## src/rtl/branch_resolve_unit_pkg.sv

```systemverilog
// Shared types for the branch resolve unit: the tracking-queue entry, the FSM states
// and the instruction size used to form fall-through addresses.
package branch_resolve_unit_pkg;

  localparam logic [31:0] INST_BYTES = 32'd4;

  typedef struct packed {
    logic [31:0] inst_addr;
    logic        predict;
    logic [31:0] predict_addr;
  } entry_t;

  typedef enum logic {
    RUN     = 1'b0,
    RECOVER = 1'b1
  } state_e;

endpackage

```

## src/rtl/branch_resolve_unit_if.sv

```systemverilog
// Fetch/execute/predictor-update bundle for branch_resolve_unit.
// Statistics outputs exist only when BRANCH_RESOLVE_STAT_EN is defined.
interface branch_resolve_unit_if;

  logic        iFLUSH;
  logic        iPUSH_STB;
  logic [31:0] iPUSH_INST_ADDR;
  logic        iPUSH_PREDICT;
  logic [31:0] iPUSH_PREDICT_ADDR;
  logic        oPUSH_FULL;
  logic        iEXE_STB;
  logic [31:0] iEXE_INST_ADDR;
  logic        iEXE_BRANCH;
  logic        iEXE_JUMP;
  logic [31:0] iEXE_ADDR;
  logic        oJUMP_STB;
  logic        oJUMP_PREDICT;
  logic        oJUMP_HIT;
  logic        oJUMP_JUMP;
  logic [31:0] oJUMP_ADDR;
  logic [31:0] oJUMP_INST_ADDR;
  logic        oREDIRECT_STB;
  logic [31:0] oREDIRECT_ADDR;
  logic        iREDIRECT_ACK;
  logic        oBUSY;
  logic        oERROR;
`ifdef BRANCH_RESOLVE_STAT_EN
  logic [31:0] oSTAT_BRANCH;
  logic [31:0] oSTAT_MISS;

  modport slave (
    input  iFLUSH, iPUSH_STB, iPUSH_INST_ADDR, iPUSH_PREDICT, iPUSH_PREDICT_ADDR,
    input  iEXE_STB, iEXE_INST_ADDR, iEXE_BRANCH, iEXE_JUMP, iEXE_ADDR, iREDIRECT_ACK,
    output oPUSH_FULL, oJUMP_STB, oJUMP_PREDICT, oJUMP_HIT, oJUMP_JUMP, oJUMP_ADDR,
    output oJUMP_INST_ADDR, oREDIRECT_STB, oREDIRECT_ADDR, oBUSY, oERROR,
    output oSTAT_BRANCH, oSTAT_MISS
  );

  modport master (
    output iFLUSH, iPUSH_STB, iPUSH_INST_ADDR, iPUSH_PREDICT, iPUSH_PREDICT_ADDR,
    output iEXE_STB, iEXE_INST_ADDR, iEXE_BRANCH, iEXE_JUMP, iEXE_ADDR, iREDIRECT_ACK,
    input  oPUSH_FULL, oJUMP_STB, oJUMP_PREDICT, oJUMP_HIT, oJUMP_JUMP, oJUMP_ADDR,
    input  oJUMP_INST_ADDR, oREDIRECT_STB, oREDIRECT_ADDR, oBUSY, oERROR,
    input  oSTAT_BRANCH, oSTAT_MISS
  );
`else
  modport slave (
    input  iFLUSH, iPUSH_STB, iPUSH_INST_ADDR, iPUSH_PREDICT, iPUSH_PREDICT_ADDR,
    input  iEXE_STB, iEXE_INST_ADDR, iEXE_BRANCH, iEXE_JUMP, iEXE_ADDR, iREDIRECT_ACK,
    output oPUSH_FULL, oJUMP_STB, oJUMP_PREDICT, oJUMP_HIT, oJUMP_JUMP, oJUMP_ADDR,
    output oJUMP_INST_ADDR, oREDIRECT_STB, oREDIRECT_ADDR, oBUSY, oERROR
  );

  modport master (
    output iFLUSH, iPUSH_STB, iPUSH_INST_ADDR, iPUSH_PREDICT, iPUSH_PREDICT_ADDR,
    output iEXE_STB, iEXE_INST_ADDR, iEXE_BRANCH, iEXE_JUMP, iEXE_ADDR, iREDIRECT_ACK,
    input  oPUSH_FULL, oJUMP_STB, oJUMP_PREDICT, oJUMP_HIT, oJUMP_JUMP, oJUMP_ADDR,
    input  oJUMP_INST_ADDR, oREDIRECT_STB, oREDIRECT_ADDR, oBUSY, oERROR
  );
`endif

endinterface

```

## src/rtl/branch_resolve_fifo.sv

```systemverilog
// In-order tracking queue: synchronous FIFO with wrap-bit pointers, clear input and
// same-cycle push/pop (a pop frees the slot for a push arriving while full).
module branch_resolve_fifo
  import branch_resolve_unit_pkg::*;
#(
  parameter int DEPTH = 8,
  parameter int PTR_W = $clog2(DEPTH)
) (
  input  logic   iCLOCK,
  input  logic   iRESET_SYNC,
  input  logic   iCLEAR,
  input  logic   iPUSH,
  input  entry_t iPUSH_DATA,
  input  logic   iPOP,
  output entry_t oHEAD,
  output logic   oFULL,
  output logic   oEMPTY
);

  localparam logic [PTR_W:0] PTR_ONE = 1;

  entry_t           mem_q [DEPTH];
  logic [PTR_W:0]   wrPtr_q, wrPtr_d;
  logic [PTR_W:0]   rdPtr_q, rdPtr_d;
  logic             popEn;
  logic             pushEn;

  assign oEMPTY = (wrPtr_q == rdPtr_q);
  assign oFULL  = (wrPtr_q[PTR_W] != rdPtr_q[PTR_W]) &&
                  (wrPtr_q[PTR_W-1:0] == rdPtr_q[PTR_W-1:0]);
  assign oHEAD  = mem_q[rdPtr_q[PTR_W-1:0]];

  assign popEn  = iPOP && !oEMPTY;
  assign pushEn = iPUSH && (!oFULL || popEn);

  always_comb begin
    wrPtr_d = wrPtr_q;
    rdPtr_d = rdPtr_q;
    if (iCLEAR) begin
      wrPtr_d = '0;
      rdPtr_d = '0;
    end else begin
      if (pushEn) wrPtr_d = wrPtr_q + PTR_ONE;
      if (popEn)  rdPtr_d = rdPtr_q + PTR_ONE;
    end
  end

  always_ff @(posedge iCLOCK) begin
    if (iRESET_SYNC) begin
      wrPtr_q <= '0;
      rdPtr_q <= '0;
    end else begin
      wrPtr_q <= wrPtr_d;
      rdPtr_q <= rdPtr_d;
    end
  end

  // Storage needs no reset; only slots between the pointers are ever read meaningfully.
  always_ff @(posedge iCLOCK) begin
    if (pushEn && !iCLEAR) mem_q[wrPtr_q[PTR_W-1:0]] <= iPUSH_DATA;
  end

endmodule

```

## src/rtl/branch_resolve_unit.sv

```systemverilog
// Resolves fetch-time predictions against execute outcomes, drives predictor updates and
// mispredict redirects. Define BRANCH_RESOLVE_STAT_EN to build branch/miss counters.
module branch_resolve_unit
  import branch_resolve_unit_pkg::*;
#(
  parameter int DEPTH = 8,
  parameter int PTR_W = $clog2(DEPTH)
) (
  input logic                  iCLOCK,
  input logic                  iRESET_SYNC,
  branch_resolve_unit_if.slave bus
);

  state_e      state_q, state_d;
  logic        error_q, error_d;
  logic        jumpStb_q, jumpStb_d;
  logic        jumpPredict_q, jumpPredict_d;
  logic        jumpHit_q, jumpHit_d;
  logic        jumpJump_q, jumpJump_d;
  logic [31:0] jumpAddr_q, jumpAddr_d;
  logic [31:0] jumpInstAddr_q, jumpInstAddr_d;
  logic        redirectStb_q, redirectStb_d;
  logic [31:0] redirectAddr_q, redirectAddr_d;

  logic        fifoClear, fifoPush, fifoPop;
  logic        fifoFull, fifoEmpty;
  entry_t      fifoHead, pushEntry;
  logic        exeOk, taken, hit;

  assign pushEntry = '{inst_addr:    bus.iPUSH_INST_ADDR,
                       predict:      bus.iPUSH_PREDICT,
                       predict_addr: bus.iPUSH_PREDICT_ADDR};

  branch_resolve_fifo #(.DEPTH(DEPTH), .PTR_W(PTR_W)) uFifo (
    .iCLOCK     (iCLOCK),
    .iRESET_SYNC(iRESET_SYNC),
    .iCLEAR     (fifoClear),
    .iPUSH      (fifoPush),
    .iPUSH_DATA (pushEntry),
    .iPOP       (fifoPop),
    .oHEAD      (fifoHead),
    .oFULL      (fifoFull),
    .oEMPTY     (fifoEmpty)
  );

  assign exeOk = bus.iEXE_STB && !fifoEmpty && (bus.iEXE_INST_ADDR == fifoHead.inst_addr);
  assign taken = bus.iEXE_BRANCH && bus.iEXE_JUMP;
  assign hit   = (fifoHead.predict == taken) &&
                 (!taken || (fifoHead.predict_addr == bus.iEXE_ADDR));

  always_comb begin
    state_d        = state_q;
    error_d        = error_q;
    jumpStb_d      = 1'b0;
    jumpPredict_d  = jumpPredict_q;
    jumpHit_d      = jumpHit_q;
    jumpJump_d     = jumpJump_q;
    jumpAddr_d     = jumpAddr_q;
    jumpInstAddr_d = jumpInstAddr_q;
    redirectStb_d  = 1'b0;
    redirectAddr_d = redirectAddr_q;
    fifoClear      = 1'b0;
    fifoPush       = 1'b0;
    fifoPop        = 1'b0;
    unique case (state_q)
      RUN: begin
        if (bus.iFLUSH) begin
          fifoClear = 1'b1;
        end else begin
          if (bus.iEXE_STB && !exeOk) error_d = 1'b1;
          if (bus.iPUSH_STB) begin
            if (fifoFull && !exeOk) error_d  = 1'b1;
            else                    fifoPush = 1'b1;
          end
          if (exeOk) begin
            fifoPop = 1'b1;
            if (bus.iEXE_BRANCH || fifoHead.predict) begin
              jumpStb_d      = 1'b1;
              jumpPredict_d  = fifoHead.predict;
              jumpHit_d      = hit;
              jumpJump_d     = taken;
              jumpAddr_d     = bus.iEXE_ADDR;
              jumpInstAddr_d = fifoHead.inst_addr;
            end
            // Everything queued behind a mispredict is wrong-path, including a same-cycle push.
            if (!hit) begin
              redirectStb_d  = 1'b1;
              redirectAddr_d = taken ? bus.iEXE_ADDR : fifoHead.inst_addr + INST_BYTES;
              fifoClear      = 1'b1;
              state_d        = RECOVER;
            end
          end
        end
      end
      RECOVER: begin
        if (bus.iFLUSH) begin
          fifoClear = 1'b1;
          state_d   = RUN;
        end else if (bus.iREDIRECT_ACK) begin
          state_d   = RUN;
        end
      end
      default: state_d = RUN;
    endcase
  end

  always_ff @(posedge iCLOCK) begin
    if (iRESET_SYNC) begin
      state_q        <= RUN;
      error_q        <= 1'b0;
      jumpStb_q      <= 1'b0;
      jumpPredict_q  <= 1'b0;
      jumpHit_q      <= 1'b0;
      jumpJump_q     <= 1'b0;
      jumpAddr_q     <= '0;
      jumpInstAddr_q <= '0;
      redirectStb_q  <= 1'b0;
      redirectAddr_q <= '0;
    end else begin
      state_q        <= state_d;
      error_q        <= error_d;
      jumpStb_q      <= jumpStb_d;
      jumpPredict_q  <= jumpPredict_d;
      jumpHit_q      <= jumpHit_d;
      jumpJump_q     <= jumpJump_d;
      jumpAddr_q     <= jumpAddr_d;
      jumpInstAddr_q <= jumpInstAddr_d;
      redirectStb_q  <= redirectStb_d;
      redirectAddr_q <= redirectAddr_d;
    end
  end

  assign bus.oPUSH_FULL      = fifoFull;
  assign bus.oJUMP_STB       = jumpStb_q;
  assign bus.oJUMP_PREDICT   = jumpPredict_q;
  assign bus.oJUMP_HIT       = jumpHit_q;
  assign bus.oJUMP_JUMP      = jumpJump_q;
  assign bus.oJUMP_ADDR      = jumpAddr_q;
  assign bus.oJUMP_INST_ADDR = jumpInstAddr_q;
  assign bus.oREDIRECT_STB   = redirectStb_q;
  assign bus.oREDIRECT_ADDR  = redirectAddr_q;
  assign bus.oBUSY           = (state_q == RECOVER);
  assign bus.oERROR          = error_q;

`ifdef BRANCH_RESOLVE_STAT_EN
  logic [31:0] statBranch_q, statMiss_q;

  // Counters saturate rather than wrap so a long run never reports a small count.
  always_ff @(posedge iCLOCK) begin
    if (iRESET_SYNC) begin
      statBranch_q <= '0;
      statMiss_q   <= '0;
    end else begin
      if (jumpStb_d && (statBranch_q != 32'hFFFF_FFFF))   statBranch_q <= statBranch_q + 32'd1;
      if (redirectStb_d && (statMiss_q != 32'hFFFF_FFFF)) statMiss_q   <= statMiss_q + 32'd1;
    end
  end

  assign bus.oSTAT_BRANCH = statBranch_q;
  assign bus.oSTAT_MISS   = statMiss_q;
`endif

endmodule

```

## src/flat_wrapper.sv

```systemverilog
// flat-port wrapper written by rule: the top's interface ports become plain ports
module branch_resolve_unit_flat import branch_resolve_unit_pkg::*;
#(
  parameter int DEPTH = 8,
  parameter int PTR_W = $clog2(DEPTH)
)
  (iCLOCK, iRESET_SYNC, bus_iFLUSH, bus_iPUSH_STB, bus_iPUSH_INST_ADDR, bus_iPUSH_PREDICT, bus_iPUSH_PREDICT_ADDR, bus_iEXE_STB, bus_iEXE_INST_ADDR, bus_iEXE_BRANCH, bus_iEXE_JUMP, bus_iEXE_ADDR, bus_iREDIRECT_ACK, bus_oPUSH_FULL, bus_oJUMP_STB, bus_oJUMP_PREDICT, bus_oJUMP_HIT, bus_oJUMP_JUMP, bus_oJUMP_ADDR, bus_oJUMP_INST_ADDR, bus_oREDIRECT_STB, bus_oREDIRECT_ADDR, bus_oBUSY, bus_oERROR);
  branch_resolve_unit_if bus_i ();
  input logic iCLOCK;
  input logic iRESET_SYNC;
  input wire logic [$bits(bus_i.iFLUSH)-1:0] bus_iFLUSH;
  input wire logic [$bits(bus_i.iPUSH_STB)-1:0] bus_iPUSH_STB;
  input wire logic [$bits(bus_i.iPUSH_INST_ADDR)-1:0] bus_iPUSH_INST_ADDR;
  input wire logic [$bits(bus_i.iPUSH_PREDICT)-1:0] bus_iPUSH_PREDICT;
  input wire logic [$bits(bus_i.iPUSH_PREDICT_ADDR)-1:0] bus_iPUSH_PREDICT_ADDR;
  input wire logic [$bits(bus_i.iEXE_STB)-1:0] bus_iEXE_STB;
  input wire logic [$bits(bus_i.iEXE_INST_ADDR)-1:0] bus_iEXE_INST_ADDR;
  input wire logic [$bits(bus_i.iEXE_BRANCH)-1:0] bus_iEXE_BRANCH;
  input wire logic [$bits(bus_i.iEXE_JUMP)-1:0] bus_iEXE_JUMP;
  input wire logic [$bits(bus_i.iEXE_ADDR)-1:0] bus_iEXE_ADDR;
  input wire logic [$bits(bus_i.iREDIRECT_ACK)-1:0] bus_iREDIRECT_ACK;
  output wire logic [$bits(bus_i.oPUSH_FULL)-1:0] bus_oPUSH_FULL;
  output wire logic [$bits(bus_i.oJUMP_STB)-1:0] bus_oJUMP_STB;
  output wire logic [$bits(bus_i.oJUMP_PREDICT)-1:0] bus_oJUMP_PREDICT;
  output wire logic [$bits(bus_i.oJUMP_HIT)-1:0] bus_oJUMP_HIT;
  output wire logic [$bits(bus_i.oJUMP_JUMP)-1:0] bus_oJUMP_JUMP;
  output wire logic [$bits(bus_i.oJUMP_ADDR)-1:0] bus_oJUMP_ADDR;
  output wire logic [$bits(bus_i.oJUMP_INST_ADDR)-1:0] bus_oJUMP_INST_ADDR;
  output wire logic [$bits(bus_i.oREDIRECT_STB)-1:0] bus_oREDIRECT_STB;
  output wire logic [$bits(bus_i.oREDIRECT_ADDR)-1:0] bus_oREDIRECT_ADDR;
  output wire logic [$bits(bus_i.oBUSY)-1:0] bus_oBUSY;
  output wire logic [$bits(bus_i.oERROR)-1:0] bus_oERROR;
  assign bus_i.iFLUSH = bus_iFLUSH;
  assign bus_i.iPUSH_STB = bus_iPUSH_STB;
  assign bus_i.iPUSH_INST_ADDR = bus_iPUSH_INST_ADDR;
  assign bus_i.iPUSH_PREDICT = bus_iPUSH_PREDICT;
  assign bus_i.iPUSH_PREDICT_ADDR = bus_iPUSH_PREDICT_ADDR;
  assign bus_i.iEXE_STB = bus_iEXE_STB;
  assign bus_i.iEXE_INST_ADDR = bus_iEXE_INST_ADDR;
  assign bus_i.iEXE_BRANCH = bus_iEXE_BRANCH;
  assign bus_i.iEXE_JUMP = bus_iEXE_JUMP;
  assign bus_i.iEXE_ADDR = bus_iEXE_ADDR;
  assign bus_i.iREDIRECT_ACK = bus_iREDIRECT_ACK;
  assign bus_oPUSH_FULL = bus_i.oPUSH_FULL;
  assign bus_oJUMP_STB = bus_i.oJUMP_STB;
  assign bus_oJUMP_PREDICT = bus_i.oJUMP_PREDICT;
  assign bus_oJUMP_HIT = bus_i.oJUMP_HIT;
  assign bus_oJUMP_JUMP = bus_i.oJUMP_JUMP;
  assign bus_oJUMP_ADDR = bus_i.oJUMP_ADDR;
  assign bus_oJUMP_INST_ADDR = bus_i.oJUMP_INST_ADDR;
  assign bus_oREDIRECT_STB = bus_i.oREDIRECT_STB;
  assign bus_oREDIRECT_ADDR = bus_i.oREDIRECT_ADDR;
  assign bus_oBUSY = bus_i.oBUSY;
  assign bus_oERROR = bus_i.oERROR;
  branch_resolve_unit #(.DEPTH(DEPTH), .PTR_W(PTR_W)) u_core (.iCLOCK(iCLOCK), .iRESET_SYNC(iRESET_SYNC), .bus(bus_i));
endmodule
```

## config.mk

```make
export PLATFORM = sky130hd
export DESIGN_NAME = branch_resolve_unit_flat
export DESIGN_NICKNAME = d
export VERILOG_FILES = /design/src/rtl/branch_resolve_unit_pkg.sv /design/src/rtl/branch_resolve_unit_if.sv /design/src/rtl/branch_resolve_fifo.sv /design/src/rtl/branch_resolve_unit.sv /design/src/flat_wrapper.sv
export SDC_FILE = /design/constraint.sdc
export NUM_CORES = 1
export LEC_CHECK = 0
export CORE_ASPECT_RATIO = 1.1
export CORE_MARGIN = 1
export CORE_UTILIZATION = 58
export CTS_BUF_LIST = sky130_fd_sc_hd__clkbuf_16
export DETAILED_ROUTE_END_ITERATION = 10
export PLACE_DENSITY_LB_ADDON = 0.05
export RECOVER_POWER = 50
export REMOVE_ABC_BUFFERS = 1
export SLEW_MARGIN = 30
export SYNTH_ARGS = -nofsm -noshare
export SYNTH_HDL_FRONTEND = slang
export SYNTH_SLANG_ARGS = --single-unit
```

## constraint.sdc

```tcl
create_clock -name iCLOCK -period 13.7 [get_ports iCLOCK]
set_input_delay 2.74 -clock iCLOCK [delete_from_list [all_inputs] [get_ports iCLOCK]]
set_output_delay 2.74 -clock iCLOCK [all_outputs]
set_load 0.01 [all_outputs]
```

### Word level (Yosys, flattened, before mapping)

Memory sizes are Yosys's and may differ from the RTL's. A register that Yosys moved wholly into a read port is not among the register bits.
Index checks and enable logic that the tools add are counted.

* add/sub/neg operators: 3
* equality and inequality tests: 6
* multiplexer cells: 25
* bitwise gates (word level): 4
* reduce and logical (&&, ||, !) cells: 24

Operators by type and width (count)
* $eq 32x32->1: 2
* $add 32x3->32 const B: 1
* $mux 32: 1
* $mux 1: 20
* $logic_and 1x1->1: 10
* $add 4x1->4 const B: 2
* $reduce_and 4->1: 2
* $mux 3: 2
* $logic_not 1->1: 5
* $eq 4x4->1: 1
* $not 1->1: 4
* $pmux 1 s2: 2
* $reduce_or 2->1: 2
* $reduce_or 4->1: 1
* $eq 3x3->1: 1
* $logic_or 1x1->1: 3
* $reduce_and 2->1: 1
* $eq 1x1->1: 1
* $ne 1x1->1: 1

* flip-flop bits (word level): 111
* memory bits (writable): 520
* input port bits: 137
* output and inout bits: 104
* word-level logic and storage cells: 75
* memories: 1

Memory list
* u_core.uFifo.mem_q: depth 8, width 65, read ports 1, clocked after memory_dff 1, write ports 1, RTL line branch_resolve_fifo.sv:22 `entry_t mem_q [DEPTH];`

### Longest topological paths before layout

Gate-level depths: netlist of run 1.

* depth after elaboration: 14
* mapped depth: 15
* gate-level depth less buffers: 11

### By module

A second synthesis of run 1 with hierarchy kept.

* cell total of the unflattened synthesis: 1588
* area total of the unflattened synthesis: 26247.7 um^2

Modules (own cells, without submodules)
* branch_resolve_fifo: times used 1, cells an instance 838, area each 20158.1 um^2, seq. area each 15835.2 um^2
* branch_resolve_unit: times used 1, cells an instance 750, area each 6089.6 um^2, seq. area each 2062.0 um^2

### Least setup slack after synthesis of run 1

Ideal clock, no wire load.

* path kind: input to register
* start: in bus_iEXE_INST_ADDR[25]
* end: mem u_core.uFifo.mem_q[0][0] (netlist bit), enable pin
* library setup time: 671 ps
* arrival time: 11237 ps
* data required time: 13029 ps
* path slack: 1792 ps
* stages: 8
* path buffers: 1
* cells stage by stage: inv_1 nor3_1 o2111ai_1 or4b_1 nor4_1 clkbuf_1 o21ai_1 nor4b_1

* word-level cells in the longest chain between the ends: 12
* elaborated cells on any way between the ends: 21
* classes of those cells: eq/ne: 1; mux: 12; reduce/logical: 8

RTL lines
* start, declared: RTL line flat_wrapper.sv:17 `input wire logic [$bits(bus_i.iEXE_INST_ADDR)-1:0] bus_iEXE_INST_ADDR;`
* $eq 32x32->1 (*): RTL line branch_resolve_unit.sv:46 `assign exeOk = bus.iEXE_STB && !fifoEmpty && (bus.iEXE_INST_ADDR == fifoHead.inst_addr);`
* $logic_and 1x1->1 (*): RTL line branch_resolve_unit.sv:46
* $logic_not 1->1: RTL line branch_resolve_unit.sv:72 `if (fifoFull && !exeOk) error_d = 1'b1;`
* $logic_and 1x1->1: RTL line branch_resolve_unit.sv:72
* $mux 1: RTL line branch_resolve_unit.sv:72
* $mux 1: RTL line branch_resolve_unit.sv:71 `if (bus.iPUSH_STB) begin`
* $mux 1: RTL line branch_resolve_unit.sv:67 `if (bus.iFLUSH) begin`
* $mux 1: RTL line branch_resolve_unit.sv:65 `unique case (state_q)`
* $logic_and 1x1->1: RTL line branch_resolve_fifo.sv:34 `assign pushEn = iPUSH && (!oFULL || popEn);`
* $logic_and 1x1->1 (*): RTL line branch_resolve_fifo.sv:60 `if (pushEn && !iCLEAR) mem_q[wrPtr_q[PTR_W-1:0]] <= iPUSH_DATA;`
* $mux 1 (*): RTL line branch_resolve_fifo.sv:60
* $mux 1 (not written as such) (*): RTL line branch_resolve_fifo.sv:60
* end, declared: RTL line branch_resolve_fifo.sv:22

Every way passes the cells marked *; elsewhere a longest branch is shown, timed or not.

==> impl_metrics.ini, run 1 <==
[drt]
drtPass1Iterations = 6
top_layer = met5
wl_met3_um = 6290
antenna_left = 0
vias = 16100
drt-met1-wl_um = 27500
drt-total-wl_um = 69800
route.met2.wl_um = 33700
drt_drc_violations_left = 0
viasPerCell = 6.52
drtIter0Drc = 1787
wl_per_cell_um = 28.2

[floorplan]
initial_core_util = 0.591
die_w_um = 205
rows = 81
core_sq_mm = 0.0447
fp.dieArea_sq_mm = 0.0464
dieHeight_um = 226
ios = 241

[cts]
postCtsHoldBufs = 0
path_clk_slew_ns = 0.06
clk_latency_ns = 0.62
htree_num_levels = 2
post_cts_buffers = 0
cts_tree = done
cts_buffers = 60
cts.sink_count = 634
root_buffer = clkbuf_16
clockBufferDepth = 3
post_cts_resized = 0

[synthesis]
synth.distinct_cells = 68
syn_area_sq_mm = 0.0264
synthCells = 1595
ys_seq_area_frac = 0.678
ys_ff_latch = 634
yosysWarnings = 0
synth_edf_count = 520
avgSynthCellArea_sq_um = 16.5
synth-main-ff-cell = edfxtp_1
async_reset_ff_frac = 0

[grt]
antenna_found_initial = 7
overflow = 0
grt_pass1_wl_um = 103000
first_global_vias = 16000
grtUsageTotal = 0.307
grt_max_degree = 72

[sta]
period_minus_slack_ns = 9.65
slew_viol_final = 71
finalCritPeriodShare = 0.704
fin_skew_ns = 0.0180
tns_ns = 0
setup_slack_ns = 4.05
rsz0062_at_grt = no
fmax_ghz = 0.104
max_slew_margin = -0.849
setup_viol_count_final = 0
tightest_slew_ns = 2.77
hold_viol = 0

[critical_path]
cp_num_buf_inv = 4
cp-start-kind = flop
worstPathMaxFanout = 59
timing.rr.end = u_core.uFifo.mem_q[1][28]$_DFFE_PP_
crit_path_end_kind = flop
r2r_cells = 11
required_ns = 13.94
cpLargestDelayFamily = buffers and inverters
slowest_delay_ns = 2.03
path_cells = buf_6 -> clkbuf_1 -> mux4_2 -> mux2i_1 -> xnor2_1 -> or4b_1 -> nor4_2 -> buf_4 -> o21ai_1 -> nor4_2 -> buf_6
cp_slowest_cell = clkbuf_1
timing_worst_setup_path_type = reg2reg
reg2reg_slack_ns = 4.05
cp.arrival_ns = 9.89

[outcome]
status = finished with violations
violations = max-capacitance violations, max-slew violations

[finish]
final_cell_mix = edfxtp_1 (520), dlygate4sd3_1 (169), mux4_2 (120)
drive_above_1_share = 0.171
final_common_cell = edfxtp_1
final_nets = 1977
syn_to_final_growth_pct = 18.5
final_util = 0.700
fin_cells = 2474

[power_and_ir_drop]
pwr_density_cell_mw_per_mm2 = 123
p_leak_uw = 0.00994
ir_drop_mv = 0.114

[place]
dpl.hpwl_um = 43500
dp_slack_ns = 5.97
dp_cells = 2356
numPortBuffers = 240
gp_congestion = 0.883

[worst_hold_path]
whs_path_depth = 2
hp-class = reg2reg
min_from = u_core.bus.oJUMP_ADDR[15]$_SDFFE_PP0P_
whs_endpoint = u_core.bus.oJUMP_ADDR[15]$_SDFFE_PP0P_

[flow_run]
max-cap-violations = 2
-- metrics by stage --
step	area (sq um)	hold slack (ns)	total power (uW)
floorplan	25800	0.463	2210
global placement	29400	0.452	2320
detailed placement	29400	0.460	2320
CTS	31300	0.469	3870
global route	31300	0.489	3950
finish	31300	0.467	3850
-- cells by family (layout without fill, tap and decap cells) --
| logic type | Yosys count | after routing | synth area share |
|---|---|---|---|
| fa+ha+maj | 3 | 3 | 0.00142 |
| mux | 219 | 219 | 0.144 |
| other cells | 0 | 4 | 0 |
| xor+xnor | 88 | 88 | 0.0292 |
| flops | 634 | 634 | 0.678 |
| compound gates | 230 | 230 | 0.0618 |
| simple gates | 300 | 300 | 0.0616 |
| buf+inv | 121 | 415 | 0.0240 |
-- flip-flops by register name (all words and copies together), names as in the netlist, named ones only --
register / cells
u_core.bus.oREDIRECT_STB: 1
u_core.bus.oJUMP_JUMP: 1
u_core.bus.oREDIRECT_ADDR: 32
u_core.bus.oJUMP_PREDICT: 1
u_core.uFifo.mem_q: 520
u_core.bus.oJUMP_ADDR: 32
u_core.bus.oJUMP_INST_ADDR: 32
u_core.bus.oJUMP_HIT: 1
u_core.bus.oERROR: 1
u_core.bus.oJUMP_STB: 1
u_core.bus.oBUSY: 1
u_core.uFifo.rdPtr_q: 4
u_core.uFifo.wrPtr_q: 4
-- worst max-delay path by stage --
stage	slack [ns]	to	depth (start not counted)	start
4_1_cts	6.23	u_core.uFifo.mem_q[1][25]$_DFFE_PP_	11	flop
2_1_floorplan	-6.78	u_core.uFifo.mem_q[0][0]$_DFFE_PP_	8	flop
3_5_place_dp	5.97	u_core.uFifo.mem_q[1][11]$_DFFE_PP_	10	bus_iEXE_INST_ADDR[25]
5_1_grt	3.35	u_core.uFifo.mem_q[1][28]$_DFFE_PP_	12	flop
3_3_place_gp	5.88	u_core.uFifo.mem_q[1][14]$_DFFE_PP_	10	bus_iEXE_INST_ADDR[25]
6_report	4.05	u_core.uFifo.mem_q[1][28]$_DFFE_PP_	11	flop
-- report_power, final --
| group | total [uW] | leakage [uW] | switching, uW | internal [uW] |
|---|---|---|---|---|
| Combinational | 184 | 0.00335 | 115 | 69.1 |
| Sequential | 2100 | 0.00562 | 2.82 | 2090 |
| Clock | 1570 | 0.000971 | 699 | 871 |
| Total | 3850 | 0.00994 | 817 | 3030 |
-- final cells by class --
class / instances / area, sq um
inverter: 10 / 37.5
fill: 2986 / 13400
clock buffer: 62 / 1550
tap: 581 / 727
timing repair buffer: 291 / 2790
clock inverter: 52 / 309
antenna: 4 / 10.0
sequential: 634 / 17900
multi-input combinational: 840 / 7950
-- synth_stat cells (12+ instances only) --
cell type,number,share of area
a211oi_1,34,0.0097
a21oi_1,49,0.0093
a31oi_1,44,0.010
buf_2,24,0.0046
buf_6,12,0.0051
clkbuf_1,59,0.0084
dfxtp_1,114,0.086
edfxtp_1,520,0.59
mux2_2,23,0.0098
mux2i_1,62,0.024
mux4_2,120,0.10
nand2_1,54,0.0077
nand2b_1,21,0.0050
nand3_1,20,0.0038
nand4_1,46,0.011
nor2_1,48,0.0068
nor2b_1,12,0.0028
nor3_1,28,0.0053
nor4_1,33,0.0078
o31ai_1,40,0.011
xnor2_1,61,0.020
xor2_1,27,0.0090
-- per-layer routing --
| metal | global-route usage | vias up |
|---|---|---|
| li1 | - | 6923 |
| met1 | 0.433 | 8234 |
| met2 | 0.492 | 830 |
| met3 | 0.0482 | 134 |
| met4 | 0.106 | 4 |
| met5 | 0 | - |
-- tightest hold or removal path: stages (launching register included) --
cell and delay (ns):
dfxtp_1 0.31, o31ai_1 0.06, a21oi_1 0.05
Note: power is estimated with default switching activity, not from simulation.
==> run 2: changes to the inputs <==
--- a/config.mk
+++ b/config.mk
@@ -7,7 +7,7 @@
 export LEC_CHECK = 0
 export CORE_ASPECT_RATIO = 1.1
 export CORE_MARGIN = 1
-export CORE_UTILIZATION = 58
+export CORE_UTILIZATION = 52
 export CTS_BUF_LIST = sky130_fd_sc_hd__clkbuf_16
 export DETAILED_ROUTE_END_ITERATION = 10
 export PLACE_DENSITY_LB_ADDON = 0.05
==> constraint.sdc (replaced) <==
create_clock -name iCLOCK -period 7.8 [get_ports iCLOCK]
set_input_delay 1.56 -clock iCLOCK [delete_from_list [all_inputs] [get_ports iCLOCK]]
set_output_delay 1.56 -clock iCLOCK [all_outputs]
set_load 0.01 [all_outputs]
==> run 2 against run 1 <==
The flow still finishes with violations (max-capacitance violations, max-slew violations). Clock-buffer cell count rose by 5. Register-to-register slack lost 2.5 ns. Worst setup slack worse by 2.5 ns. Non-clock buffer count is 7 higher. Routed wire length grew 4.9%. Flip-flop and latch count did not move. Clock skew rose by 0.0072 ns. Die area is 11% higher. Critical path depth down 1. Critical path type unchanged. Largest power group unchanged.
==> impl_metrics.ini, run 2 (synthesis gave the netlist of run 1 again) <==
[outcome]
status = finished with violations
violations = max-capacitance violations, max-slew violations

[drt]
antenna_left = 0
drtPass1Iterations = 6
viasPerCell = 6.32
drt-total-wl_um = 73200
drtIter0Drc = 1690
wl_per_cell_um = 28.6
vias = 16200
drt_drc_violations_left = 0

[finish]
fin_cells = 2563
drive_above_1_share = 0.180
fill_cells = 3775
final_cell_mix = edfxtp_1 (520), dlygate4sd3_1 (169), mux4_2 (120)
final_area_sq_mm = 0.0317
syn_to_final_growth_pct = 19.9
final_common_cell = edfxtp_1
multi_input_area_sq_mm = 0.00795
largest_register_ffs = 520
final_nets = 1985
regArea_sq_mm = 0.0179

[sta]
finalCritPeriodShare = 0.794
max_slew_margin = -0.732
fmax_ghz = 0.161
slew_viol_final = 42
hold_viol = 0
period_minus_slack_ns = 6.20
tightest_slew_ns = 2.60
rsz0062_at_grt = no
fin_skew_ns = 0.0251
setup_viol_count_final = 0
tns_ns = 0

[worst_hold_path]
hp-class = reg2reg

[place]
dpl.hpwl_um = 45200
placed_cell_area_sq_mm = 0.0297
numPortBuffers = 240
dp_cells = 2442
gp_congestion = 0.872

[power_and_ir_drop]
pwr_density_cell_mw_per_mm2 = 218
p_leak_uw = 0.0100
power.total_uw = 6920
ir_drop_mv = 0.179

[critical_path]
crit_path_end_kind = flop
cpMostUsedCell = clkbuf_1
cp-start-kind = flop
required_ns = 8.29
timing_worst_setup_path_type = reg2reg
worstPathMaxFanout = 41
cp.arrival_ns = 6.68
path_cells = clkbuf_1 -> mux4_2 -> mux2i_1 -> xor2_1 -> nand4_1 -> or4b_1 -> or4_2 -> clkbuf_1 -> o31ai_4 -> a21oi_1
slowest_delay_ns = 0.97
cp_slowest_cell = clkbuf_1

[floorplan]
dieHeight_um = 238
die_w_um = 217
ios = 241
fp.dieArea_sq_mm = 0.0517
core_sq_mm = 0.0501
rows = 86
initial_core_util = 0.526

[cts]
htree_num_levels = 2
cts_tree = done
clockBufferDepth = 3
path_clk_slew_ns = 0.07
postCtsHoldBufs = 0
post_cts_buffers = 0
clk_latency_ns = 0.64
root_buffer = clkbuf_16
post_cts_resized = 0
cts_buffers = 61
cts.sink_count = 634

[grt]
first_global_vias = 15900
antenna_found_initial = 5
overflow = 0
grtUsageTotal = 0.286
grt_max_degree = 73
grt_pass1_wl_um = 106000

[flow_run]
max-cap-violations = 1
## run 2: worst paths after layout
check	startpoint	endpoint	slack [ns]	cells after the start
worst max-delay path	flop	flop	1.60	10
worst min-delay path	u_core.bus.oJUMP_ADDR[12]$_SDFFE_PP0P_	u_core.bus.oJUMP_ADDR[12]$_SDFFE_PP0P_	0.46	2
worst max register to register	flop	flop	1.60	10
worst min register to register	u_core.bus.oJUMP_ADDR[12]$_SDFFE_PP0P_	u_core.bus.oJUMP_ADDR[12]$_SDFFE_PP0P_	0.46	2
## run 2: stage by stage
stage          utilization  hold WS [ns]  setup slack [ns]
2_1_floorplan            -         0.463            -12.68
3_3_place_gp         0.591         0.452              1.58
3_5_place_dp         0.592         0.457              1.75
4_1_cts              0.631         0.465              1.76
5_1_grt              0.631         0.488              1.24
6_report             0.631         0.463              1.60
## run 2: cell type report
cell class | instances | area share
multi-input combinational | 840 | 0.251
clock inverter | 49 | 0.00984
tap | 660 | 0.0261
inverter | 10 | 0.00119
antenna | 5 | 0.000395
sequential | 634 | 0.566
clock buffer | 67 | 0.0530
timing repair buffer | 298 | 0.0927
## run 2: per-layer routing
metal | up-vias | wire [um] | global-route usage
met5 | - | 13 | 0
met4 | 2 | 1820 | 0.0858
met3 | 110 | 5680 | 0.0352
met2 | 759 | 35800 | 0.466
met1 | 8382 | 29900 | 0.405
li1 | 6953 | - | -
## run 2: critical path: cells and delay by family (launching register included)
| kind | cells | cell delay [ns] |
|---|---|---|
| simple gates | 3 | 1.42 |
| buf+inv | 2 | 1.41 |
| mux | 2 | 1.04 |
| flops | 1 | 0.94 |
| compound gates | 2 | 0.94 |
| xor+xnor | 1 | 0.24 |
## run 2: power breakdown
part           switching, uW  internal (uW)
registers               5.02           3680
clock network           1260           1640
logic                    211            122
==> run 3: changes to the inputs <==
==> constraint.sdc (replaced) <==
create_clock -name iCLOCK -period 5.7 [get_ports iCLOCK]
set_input_delay 1.14 -clock iCLOCK [delete_from_list [all_inputs] [get_ports iCLOCK]]
set_output_delay 1.14 -clock iCLOCK [all_outputs]
set_load 0.01 [all_outputs]
==> run 3 against run 2 <==
Via count grew 0.38%. Die area is the same. Worst setup slack lost 0.89 ns. Cell area up 0.59%. Highest routed layer unchanged. Largest power group unchanged. Clock power grew 34%. Core utilization up 0.37 points. Non-clock buffer count grew 22. Sequential share of layout area is 0.33 points lower. The flow now finishes without violations. Critical path depth unchanged. Total power increased by 36%. Global-route usage grew 0.28 points. Sequential power is 37% higher.
==> impl_metrics.ini, run 3 (synthesis gave the netlist of run 1 again) <==
[sta]
max_slew_margin = 0.447
fin_skew_ns = 0.0179
hold_ws_ns = 0.463
rsz0062_at_grt = no
tightest_slew_ns = 0.823
hold_viol = 0
tns_ns = 0
period_minus_slack_ns = 4.98
setup_viol_count_final = 0
slew_viol_final = 0
fmax_ghz = 0.201
finalCritPeriodShare = 0.874

[critical_path]
path_depth = 10
cp.arrival_ns = 5.27
cp_num_buf_inv = 2
r2r_cells = 10
timing_worst_setup_path_type = reg2reg
required_ns = 5.99
path_cells = clkbuf_1 -> mux4_2 -> mux2i_1 -> xor2_1 -> nand4_1 -> or4b_1 -> nor4_2 -> o21ai_1 -> nor4b_2 -> buf_12
cpLargestDelayFamily = simple AND/OR/NAND/NOR gates
cp_slowest_cell = dfxtp_4
crit_path_end_kind = flop
worstPathMaxFanout = 35
cp-start-kind = flop
slowest_delay_ns = 0.65

[grt]
first_global_vias = 16300
antenna_found_initial = 5
grt_pass1_wl_um = 108000
overflow = 0
grtUsageTotal = 0.289
grt_max_degree = 66

[floorplan]
rows = 86
fp.dieArea_sq_mm = 0.0517
initial_core_util = 0.526
die_w_um = 217
ios = 241
dieHeight_um = 238
core_sq_mm = 0.0501

[power_and_ir_drop]
p_clk_frac = 0.415
comb_power_share = 0.049
power.switching_uw = 2010
p_sw_frac = 0.214
ir_drop_mv = 0.228
intPower_uw = 7390
seq_power_share = 0.536
pwr_density_cell_mw_per_mm2 = 295
p_leak_uw = 0.0102

[place]
numPortBuffers = 240
gp_congestion = 0.901
dp_cells = 2464
dpl.hpwl_um = 47300

[drt]
antenna_left = 0
viasPerCell = 6.30
vias = 16300
wl_per_cell_um = 28.6
drt-total-wl_um = 73900
drtIter0Drc = 1550
drtPass1Iterations = 5
drt_drc_violations_left = 0

[finish]
drive_above_1_share = 0.184
final_common_cell = edfxtp_1
syn_to_final_growth_pct = 20.7
fin_cells = 2581
final_cell_mix = edfxtp_1 (520), dlygate4sd3_1 (169), mux4_2 (120)
largest_register_ffs = 520
final_nets = 2007

[cts]
post_cts_buffers = 0
cts_buffers = 61
postCtsHoldBufs = 0
cts.sink_count = 634
clk_latency_ns = 0.63
cts_tree = done
htree_num_levels = 2
path_clk_slew_ns = 0.06
clockBufferDepth = 3
root_buffer = clkbuf_16
post_cts_resized = 0

[outcome]
status = finished, final reports clean

[worst_hold_path]
hp-class = reg2reg
whs_path_depth = 2

[flow_run]
max-cap-violations = 0
run 3: cell types whose count changed in the layout (fill, tap and decap cells not counted), moves of 3 or more:
cell and delta:
clkbuf_16 -5, clkinv_1 +7, clkinv_2 -3, buf_12 +8, clkinvlp_4 -5, buf_4 +16, inv_1 +3, diode_2 -3
run 3: final cells by class:
class | count | area (sq um)
Tap cell | 660 | 826
Multi-Input combinational cell | 840 | 7940
Clock inverter | 53 | 364
Fill cell | 3756 | 18300
Timing Repair Buffer | 320 | 3220
Clock buffer | 62 | 1550
Antenna cell | 2 | 5.00
Sequential cell | 634 | 17900
Inverter | 10 | 37.5
run 3: metrics by stage:
stage                     worst slack, ns  total power [uW]  cell area, sq um  utilization
after floorplan                    -14.78              5310             25800            -
after global placement              0.898              5600             29900        0.596
after detailed placement            0.853              5600             29900        0.597
after CTS                           0.833              9450             31800        0.635
after global routing                0.408              9640             31800        0.635
final                               0.716              9400             31800        0.635
run 3: final timing paths:
| kind | start | to | slack (ns) |
|---|---|---|---|
| worst max-delay path | flop | u_core.uFifo.mem_q[0][3]$_DFFE_PP_ | 0.72 |
| worst min-delay path | u_core.bus.oJUMP_ADDR[12]$_SDFFE_PP0P_ | u_core.bus.oJUMP_ADDR[12]$_SDFFE_PP0P_ | 0.46 |
| worst max register to register | flop | u_core.uFifo.mem_q[0][3]$_DFFE_PP_ | 0.72 |
| worst min register to register | u_core.bus.oJUMP_ADDR[12]$_SDFFE_PP0P_ | u_core.bus.oJUMP_ADDR[12]$_SDFFE_PP0P_ | 0.46 |
run 3: worst min-delay path, delay by kind of cell, from the launching register on:
family | cells | cell delay [ns]
DFF | 1 | 0.31
AOI/OAI and AO/OA | 2 | 0.11
run 3: power groups by stage:
stage / Sequential (uW) / Clock, uW / Combinational (uW)
after floorplan: 5140 / 0 / 167
after global placement: 5140 / 0 / 462
after detailed placement: 5140 / 0 / 466
after CTS: 5040 / 3950 / 468
after global routing: 5040 / 4110 / 487
final: 5040 / 3900 / 463
run 3: routing by layer:
| layer | up-vias | wire (um) | global-route usage |
|---|---|---|---|
| met5 | - | 13 | 0 |
| met4 | 2 | 2280 | 0.0962 |
| met3 | 143 | 5150 | 0.0445 |
| met2 | 724 | 35400 | 0.456 |
| met1 | 8420 | 31100 | 0.412 |
| li1 | 6978 | - | - |
==> RTL edit 1: new RTL, flow settings as in run 1 <==
`DEPTH` is set to 8 in 3 places; all go to 4.
--- a/src/rtl/branch_resolve_fifo.sv
+++ b/src/rtl/branch_resolve_fifo.sv
@@ -3,7 +3,7 @@
 module branch_resolve_fifo
   import branch_resolve_unit_pkg::*;
 #(
-  parameter int DEPTH = 8,
+  parameter int DEPTH = 4,
   parameter int PTR_W = $clog2(DEPTH)
 ) (
   input  logic   iCLOCK,
--- a/src/rtl/branch_resolve_unit.sv
+++ b/src/rtl/branch_resolve_unit.sv
@@ -3,7 +3,7 @@
 module branch_resolve_unit
   import branch_resolve_unit_pkg::*;
 #(
-  parameter int DEPTH = 8,
+  parameter int DEPTH = 4,
   parameter int PTR_W = $clog2(DEPTH)
 ) (
   input logic                  iCLOCK,
--- a/src/flat_wrapper.sv
+++ b/src/flat_wrapper.sv
@@ -1,7 +1,7 @@
 // flat-port wrapper written by rule: the top's interface ports become plain ports
 module branch_resolve_unit_flat import branch_resolve_unit_pkg::*;
 #(
-  parameter int DEPTH = 8,
+  parameter int DEPTH = 4,
   parameter int PTR_W = $clog2(DEPTH)
 )
   (iCLOCK, iRESET_SYNC, bus_iFLUSH, bus_iPUSH_STB, bus_iPUSH_INST_ADDR, bus_iPUSH_PREDICT, bus_iPUSH_PREDICT_ADDR, bus_iEXE_STB, bus_iEXE_INST_ADDR, bus_iEXE_BRANCH, bus_iEXE_JUMP, bus_iEXE_ADDR, bus_iREDIRECT_ACK, bus_oPUSH_FULL, bus_oJUMP_STB, bus_oJUMP_PREDICT, bus_oJUMP_HIT, bus_oJUMP_JUMP, bus_oJUMP_ADDR, bus_oJUMP_INST_ADDR, bus_oREDIRECT_STB, bus_oREDIRECT_ADDR, bus_oBUSY, bus_oERROR);
Check against the original RTL: no difference found for any inputs over 4 cycles, from zero or initial values and one cycle with iRESET_SYNC high; that may be too few to reach the edited logic, so the function may still have changed.
==> RTL edit 1 against run 1 <==
Non-clock buffer count shrank 33. Worst setup slack gained 3500 ps. Combinational power shrank 24%. Power shrank 37%. Sequential cell count shrank 263. Cell area shrank 36%. Critical path depth shrank 3. Area after synthesis shrank 39%. Wire length shrank 41%. Largest power group unchanged.
==> RTL edit 1: results (changes against run 1) <==
cts_setup_buffers: 0  # unchanged
vias_per_cell: 6.06  # was 6.52
grt_pass1_wl_um: 61900  # was 103,000 um
place_area_sq_um: 18600  # was 29,400 sq um
synthXorXnorAreaFrac: 0.0431  # was 0.0292
r2r_setup_slack_ps: 8240  # was 4050 ps
ff2ff_path_depth: 10  # was 11
dp_hpwl_um: 28300  # was 43,500 um
routedWlPerCell_um: 23.8  # was 28.2 um
ctsHoldBuffers: 0  # unchanged
track_usage: 0.293  # was 0.307
outcome: "completed"  # was complete, but fails checks
critPathMaxFanout: 42  # was 59
fmax_mhz: 163  # was 104 MHz
synth_mux_area_frac: 0.150  # was 0.144
async_reset_ff_frac: 0  # unchanged
dp.cells: 1661  # was 2,356
synth_compound_area_frac: 0.0680  # was 0.0618
synth_cells: 1109  # was 1,595
synth.area.top_cells: "edfxtp_1, dfxtp_1, mux2i_1"  # was edfxtp_1, mux4_2, dfxtp_1
synth_edf_count: 260  # was 520
final_cell_count_no_fill: 1734  # was 2,474
fillCellCount: 1785  # was 2,986
drive_above_1_share: 0.125  # was 0.171
hp-class: "reg2reg"  # unchanged
cp.arrival_ps: 6290  # was 9890 ps
grt_start_max_net_pins: 62  # was 72
largest_register_ffs: 260  # was 520
ys_types: 68  # unchanged
tightest_slew_ps: 909  # was 2770 ps
critPathTopFamily: "buffers and inverters"  # unchanged
worst_clock_skew_ps: 18.8  # was 18.0 ps
leakage_nw: 7.34  # was 9.94 nW
cp_slowest_cell: "a2111oi_0"  # was clkbuf_1
synth_fa_ha_area_frac: 0.00468  # was 0.00142
synth_top_cells_by_count: "edfxtp_1, mux2i_1, nor2_1"  # was edfxtp_1, mux4_2, dfxtp_1
cts_inserted_buffers: 38  # was 60
ir_drop_mv: 0.156  # was 0.114 mV
place_ws_ps: 7150  # was 5970 ps
drt_iter0_markers: 945  # was 1,787
place_congestion: 0.900  # was 0.883
crit_start: "bus_iEXE_ADDR[1]"
antenna_found_initial: 3  # was 7
hold_violations: 0  # unchanged
cp-endpoint: "u_core.uFifo.mem_q[3][13]$_DFFE_PP_"  # was u_core.uFifo.mem_q[1][28]$_DFFE_PP_
clk_pin_slew_ps: 60  # about the same
clock_latency_ps: 520  # was 620 ps
max_stage_delay_ps: 860  # was 2030 ps
dr.pass1.iters: 5  # was 6
cts_resized: 0  # unchanged
ys_seq_area_frac: 0.625  # was 0.678
nets: 1487  # was 1,977
## RTL edit 1: cells by family (layout without fill, tap and decap cells)
| group | Yosys count | count (layout) |
|---|---|---|
| flip-flops | 371 | 371 |
| AND/OR/NAND/NOR | 258 | 258 |
| multiplexers | 176 | 176 |
| AO/OA/AOI/OAI | 140 | 140 |
| XOR/XNOR | 79 | 79 |
| buffers and inverters | 79 | 343 |
| adder cells (fa/ha/maj) | 6 | 6 |
| other | 0 | 4 |
## RTL edit 1: final cells by class
cell class                      count  area, sq um  area share
Inverter                           16         60.1     0.00301
Sequential cell                   371        10000       0.504
Tap cell                          357          447      0.0224
Timing Repair Buffer              258         2530       0.127
Clock buffer                       40         1000      0.0502
Clock inverter                     29          292      0.0146
Multi-Input combinational cell    659         5540       0.278
Antenna cell                        4         10.0    0.000502
## RTL edit 1: power breakdown
part	total (mW)	internal, mW	switching (mW)
registers	1.21	1.21	0.00334
logic	0.139	0.0602	0.0784
clock network	1.06	0.642	0.419
total	2.41	1.91	0.501
## RTL edit 1: worst min path at each step
stage                                                from                                    endpoint  slack, ps  cells after the start
2_1_floorplan   u_core.bus.oREDIRECT_ADDR[0]$_SDFFE_PP0P_   u_core.bus.oREDIRECT_ADDR[0]$_SDFFE_PP0P_        470                      2
3_3_place_gp               u_core.bus.oERROR$_SDFFE_PP0P_              u_core.bus.oERROR$_SDFFE_PP0P_        450                      2
3_5_place_dp    u_core.bus.oREDIRECT_ADDR[8]$_SDFFE_PP0P_   u_core.bus.oREDIRECT_ADDR[8]$_SDFFE_PP0P_        470                      1
4_1_cts         u_core.bus.oREDIRECT_ADDR[8]$_SDFFE_PP0P_   u_core.bus.oREDIRECT_ADDR[8]$_SDFFE_PP0P_        490                      1
5_1_grt         u_core.bus.oREDIRECT_ADDR[7]$_SDFFE_PP0P_   u_core.bus.oREDIRECT_ADDR[7]$_SDFFE_PP0P_        510                      1
6_report       u_core.bus.oREDIRECT_ADDR[14]$_SDFFE_PP0P_  u_core.bus.oREDIRECT_ADDR[14]$_SDFFE_PP0P_        480                      1
## RTL edit 1: per-layer routing
layer / track usage / vias to the layer above / share of wire / routed length [um]
li1: - / 4746 / - / -
met1: 0.380 / 5213 / 0.40 / 16500
met2: 0.483 / 448 / 0.49 / 20400
met3: 0.0592 / 94 / 0.074 / 3050
met4: 0.123 / 0 / 0.035 / 1430
met5: 0 / - / 0 / 0
==> RTL edit 2: new RTL, config.mk and constraints of run 1 <==
Without the edit above. Take the reset off `jumpInstAddr_q` and load it in a clocked block of its own.
--- a/src/rtl/branch_resolve_unit.sv
+++ b/src/rtl/branch_resolve_unit.sv
@@ -113,7 +113,6 @@
       jumpHit_q      <= 1'b0;
       jumpJump_q     <= 1'b0;
       jumpAddr_q     <= '0;
-      jumpInstAddr_q <= '0;
       redirectStb_q  <= 1'b0;
       redirectAddr_q <= '0;
     end else begin
@@ -124,10 +123,13 @@
       jumpHit_q      <= jumpHit_d;
       jumpJump_q     <= jumpJump_d;
       jumpAddr_q     <= jumpAddr_d;
-      jumpInstAddr_q <= jumpInstAddr_d;
       redirectStb_q  <= redirectStb_d;
       redirectAddr_q <= redirectAddr_d;
     end
+  end
+
+  always_ff @(posedge iCLOCK) begin
+    jumpInstAddr_q <= jumpInstAddr_d;
   end
 
   assign bus.oPUSH_FULL      = fifoFull;
Function: changed (a bounded check fails within 4 cycles, from zero or initial values and one cycle with iRESET_SYNC high; the reset may be asserted at any time).
==> RTL edit 2 against run 1 <==
The flow still finishes with violations (max-capacitance violations, max-slew violations). Worst setup slack gained 2000 ps. Area after synthesis grew 0.12%. Power grew 0.23%. Cell area shrank 0.26%. Wire length grew 0.93%. Sequential cell count is the same. Via count grew 0.29%. Critical path type unchanged. Critical endpoint is now u_core.uFifo.mem_q[1][58]$_DFFE_PP_. Largest cell class unchanged.
==> RTL edit 2: results (changes against run 1) <==
vias_per_cell: 6.52  # about the same
drv_cap: 1  # was 2
ys_types: 73  # was 68
final_cell_count_no_fill: 2481  # was 2,474
pg_clk_mw: 1.57  # about the same
dp.cells: 2368  # was 2,356
worst_clock_skew_ps: 16.9  # was 18.0 ps
p_sw_mw: 0.806  # was 0.817 mW
wl_met2_um: 33500  # was 33,700 um
largest_register_ffs: 520  # unchanged
violations: "max-capacitance violations, max-slew violations"  # unchanged
critPathMaxFanout: 127  # was 59
fillCellCount: 2942  # was 2,986
cts_inserted_buffers: 60  # unchanged
p_comb_frac: 0.046  # was 0.048
r2r-end: "u_core.uFifo.mem_q[1][58]$_DFFE_PP_"  # was u_core.uFifo.mem_q[1][28]$_DFFE_PP_
clock-root-buffer: "clkbuf_16"  # unchanged
track_usage: 0.308  # was 0.307
nets: 1989  # was 1,977
grt_pass1_vias: 15900  # was 16,000
finalWirelength_um: 70400  # was 69,800 um
hp-class: "reg2reg"  # unchanged
dp_hpwl_um: 45700  # was 43,500 um
synth.area.top_cells: "edfxtp_1, mux4_2, dfxtp_1"  # unchanged
min_period_ps: 7600  # was 9650 ps
antenna_found_initial: 2  # was 7
place_area_sq_um: 29400  # about the same
drt_iter0_markers: 1760  # was 1,787
synth_edf_count: 552  # was 520
synth_top_cells_by_count: "edfxtp_1, mux4_2, dfxtp_1"  # unchanged
max_stage_delay_ps: 1360  # was 2030 ps
grt_pass1_wl_um: 102000  # was 103,000 um
cp_slowest_cell: "dfxtp_1"  # was clkbuf_1
synth_cells: 1611  # was 1,595
r2r_setup_slack_ps: 6100  # was 4050 ps
outcome: "complete, but fails checks"  # unchanged
drv_slew: 28  # was 71
leakage_nw: 9.88  # was 9.94 nW
cp.arrival_ps: 7840  # was 9890 ps
place_congestion: 0.881  # was 0.883
ff2ff_path_depth: 12  # was 11
place_ws_ps: 6490  # was 5970 ps
synth_ff_type: "edfxtp_1"  # unchanged
worst_setup_path_start_kind: "flop"  # unchanged
p_int_mw: 3.05  # was 3.03 mW
ys_seq_area_frac: 0.689  # was 0.678
met3WireLength_um: 6320  # was 6290 um
grt_start_max_net_pins: 128  # was 72
drive_above_1_share: 0.159  # was 0.171
yosysWarnings: 0  # unchanged
top_layer: "met4"  # was met5
area_growth_pct: 18.0  # was 18.5%
relSlewSlack: -0.0341  # was -0.849
hold_violations: 0  # unchanged
dr.pass1.iters: 6  # unchanged
wl_met1_um: 28200  # was 27,500 um
ir_drop_mv: 0.110  # was 0.114 mV
cp-endpoint: "u_core.uFifo.mem_q[1][58]$_DFFE_PP_"  # was u_core.uFifo.mem_q[1][28]$_DFFE_PP_
cts_resized: 0  # unchanged
-- RTL edit 2: changes by cell type after synthesis, moves of 11 or more --
cell | before | now
mux4_2 | 120 | 94
nand2b_1 | 21 | 8
a211oi_1 | 34 | 4
edfxtp_1 | 520 | 552
dfxtp_1 | 114 | 82
clkbuf_1 | 59 | 44
mux2_2 | 23 | 57
inv_1 | 10 | 24
o21ai_0 | 10 | 21
a31oi_1 | 44 | 19
o22ai_1 | 8 | 26
xnor2_1 | 61 | 43
-- RTL edit 2: metal layers --
metal / global-route usage / up-vias
met4: 0.108 / 0
li1: - / 7005
met5: 0 / -
met1: 0.437 / 8185
met2: 0.484 / 847
met3: 0.0515 / 135
-- RTL edit 2: logic make-up (layout without fill, tap and decap cells) --
logic type / after synthesis / in the layout / synth area share
adders and majority gates: 3 / 3 / 0.00142
other: 0 / 2 / 0
and+or+nand+nor: 335 / 335 / 0.0707
muxes: 226 / 226 / 0.135
xor gates and xnor gates: 63 / 63 / 0.0209
buffers and inverters: 125 / 412 / 0.0252
AOI/OAI and AO/OA: 225 / 225 / 0.0570
DFF: 634 / 634 / 0.689
-- RTL edit 2: area by class of cell --
cell class | instances | area share
sequential | 634 | 0.584
multi-input combinational | 852 | 0.243
timing repair buffer | 276 | 0.0866
clock buffer | 61 | 0.0489
tap | 581 | 0.0233
clock inverter | 50 | 0.0107
inverter | 25 | 0.00301
antenna | 2 | 0.000160
-- RTL edit 2: worst min path at each step --
stage	cells after the start	endpoint	slack (ps)	start
after floorplan	2	u_core.uFifo.rdPtr_q[3]$_SDFFE_PP0N_	460	u_core.uFifo.rdPtr_q[3]$_SDFFE_PP0N_
after global placement	2	u_core.bus.oJUMP_ADDR[26]$_SDFFE_PP0P_	450	u_core.bus.oJUMP_ADDR[26]$_SDFFE_PP0P_
after detailed placement	2	u_core.bus.oREDIRECT_ADDR[29]$_SDFFE_PP0P_	460	u_core.bus.oREDIRECT_ADDR[29]$_SDFFE_PP0P_
after CTS	2	u_core.bus.oREDIRECT_ADDR[29]$_SDFFE_PP0P_	470	u_core.bus.oREDIRECT_ADDR[29]$_SDFFE_PP0P_
after global routing	2	u_core.bus.oJUMP_ADDR[16]$_SDFFE_PP0P_	490	u_core.bus.oJUMP_ADDR[16]$_SDFFE_PP0P_
final	2	u_core.bus.oREDIRECT_ADDR[29]$_SDFFE_PP0P_	460	u_core.bus.oREDIRECT_ADDR[29]$_SDFFE_PP0P_
-- RTL edit 2: worst max-delay path, delay by kind of cell, from the launching register on --
family	cells	cell delay [ps]
compound gates	1	430
xor+xnor	1	280
buf+inv	4	2070
flops	1	1360
mux	2	1070
simple gates	4	1730
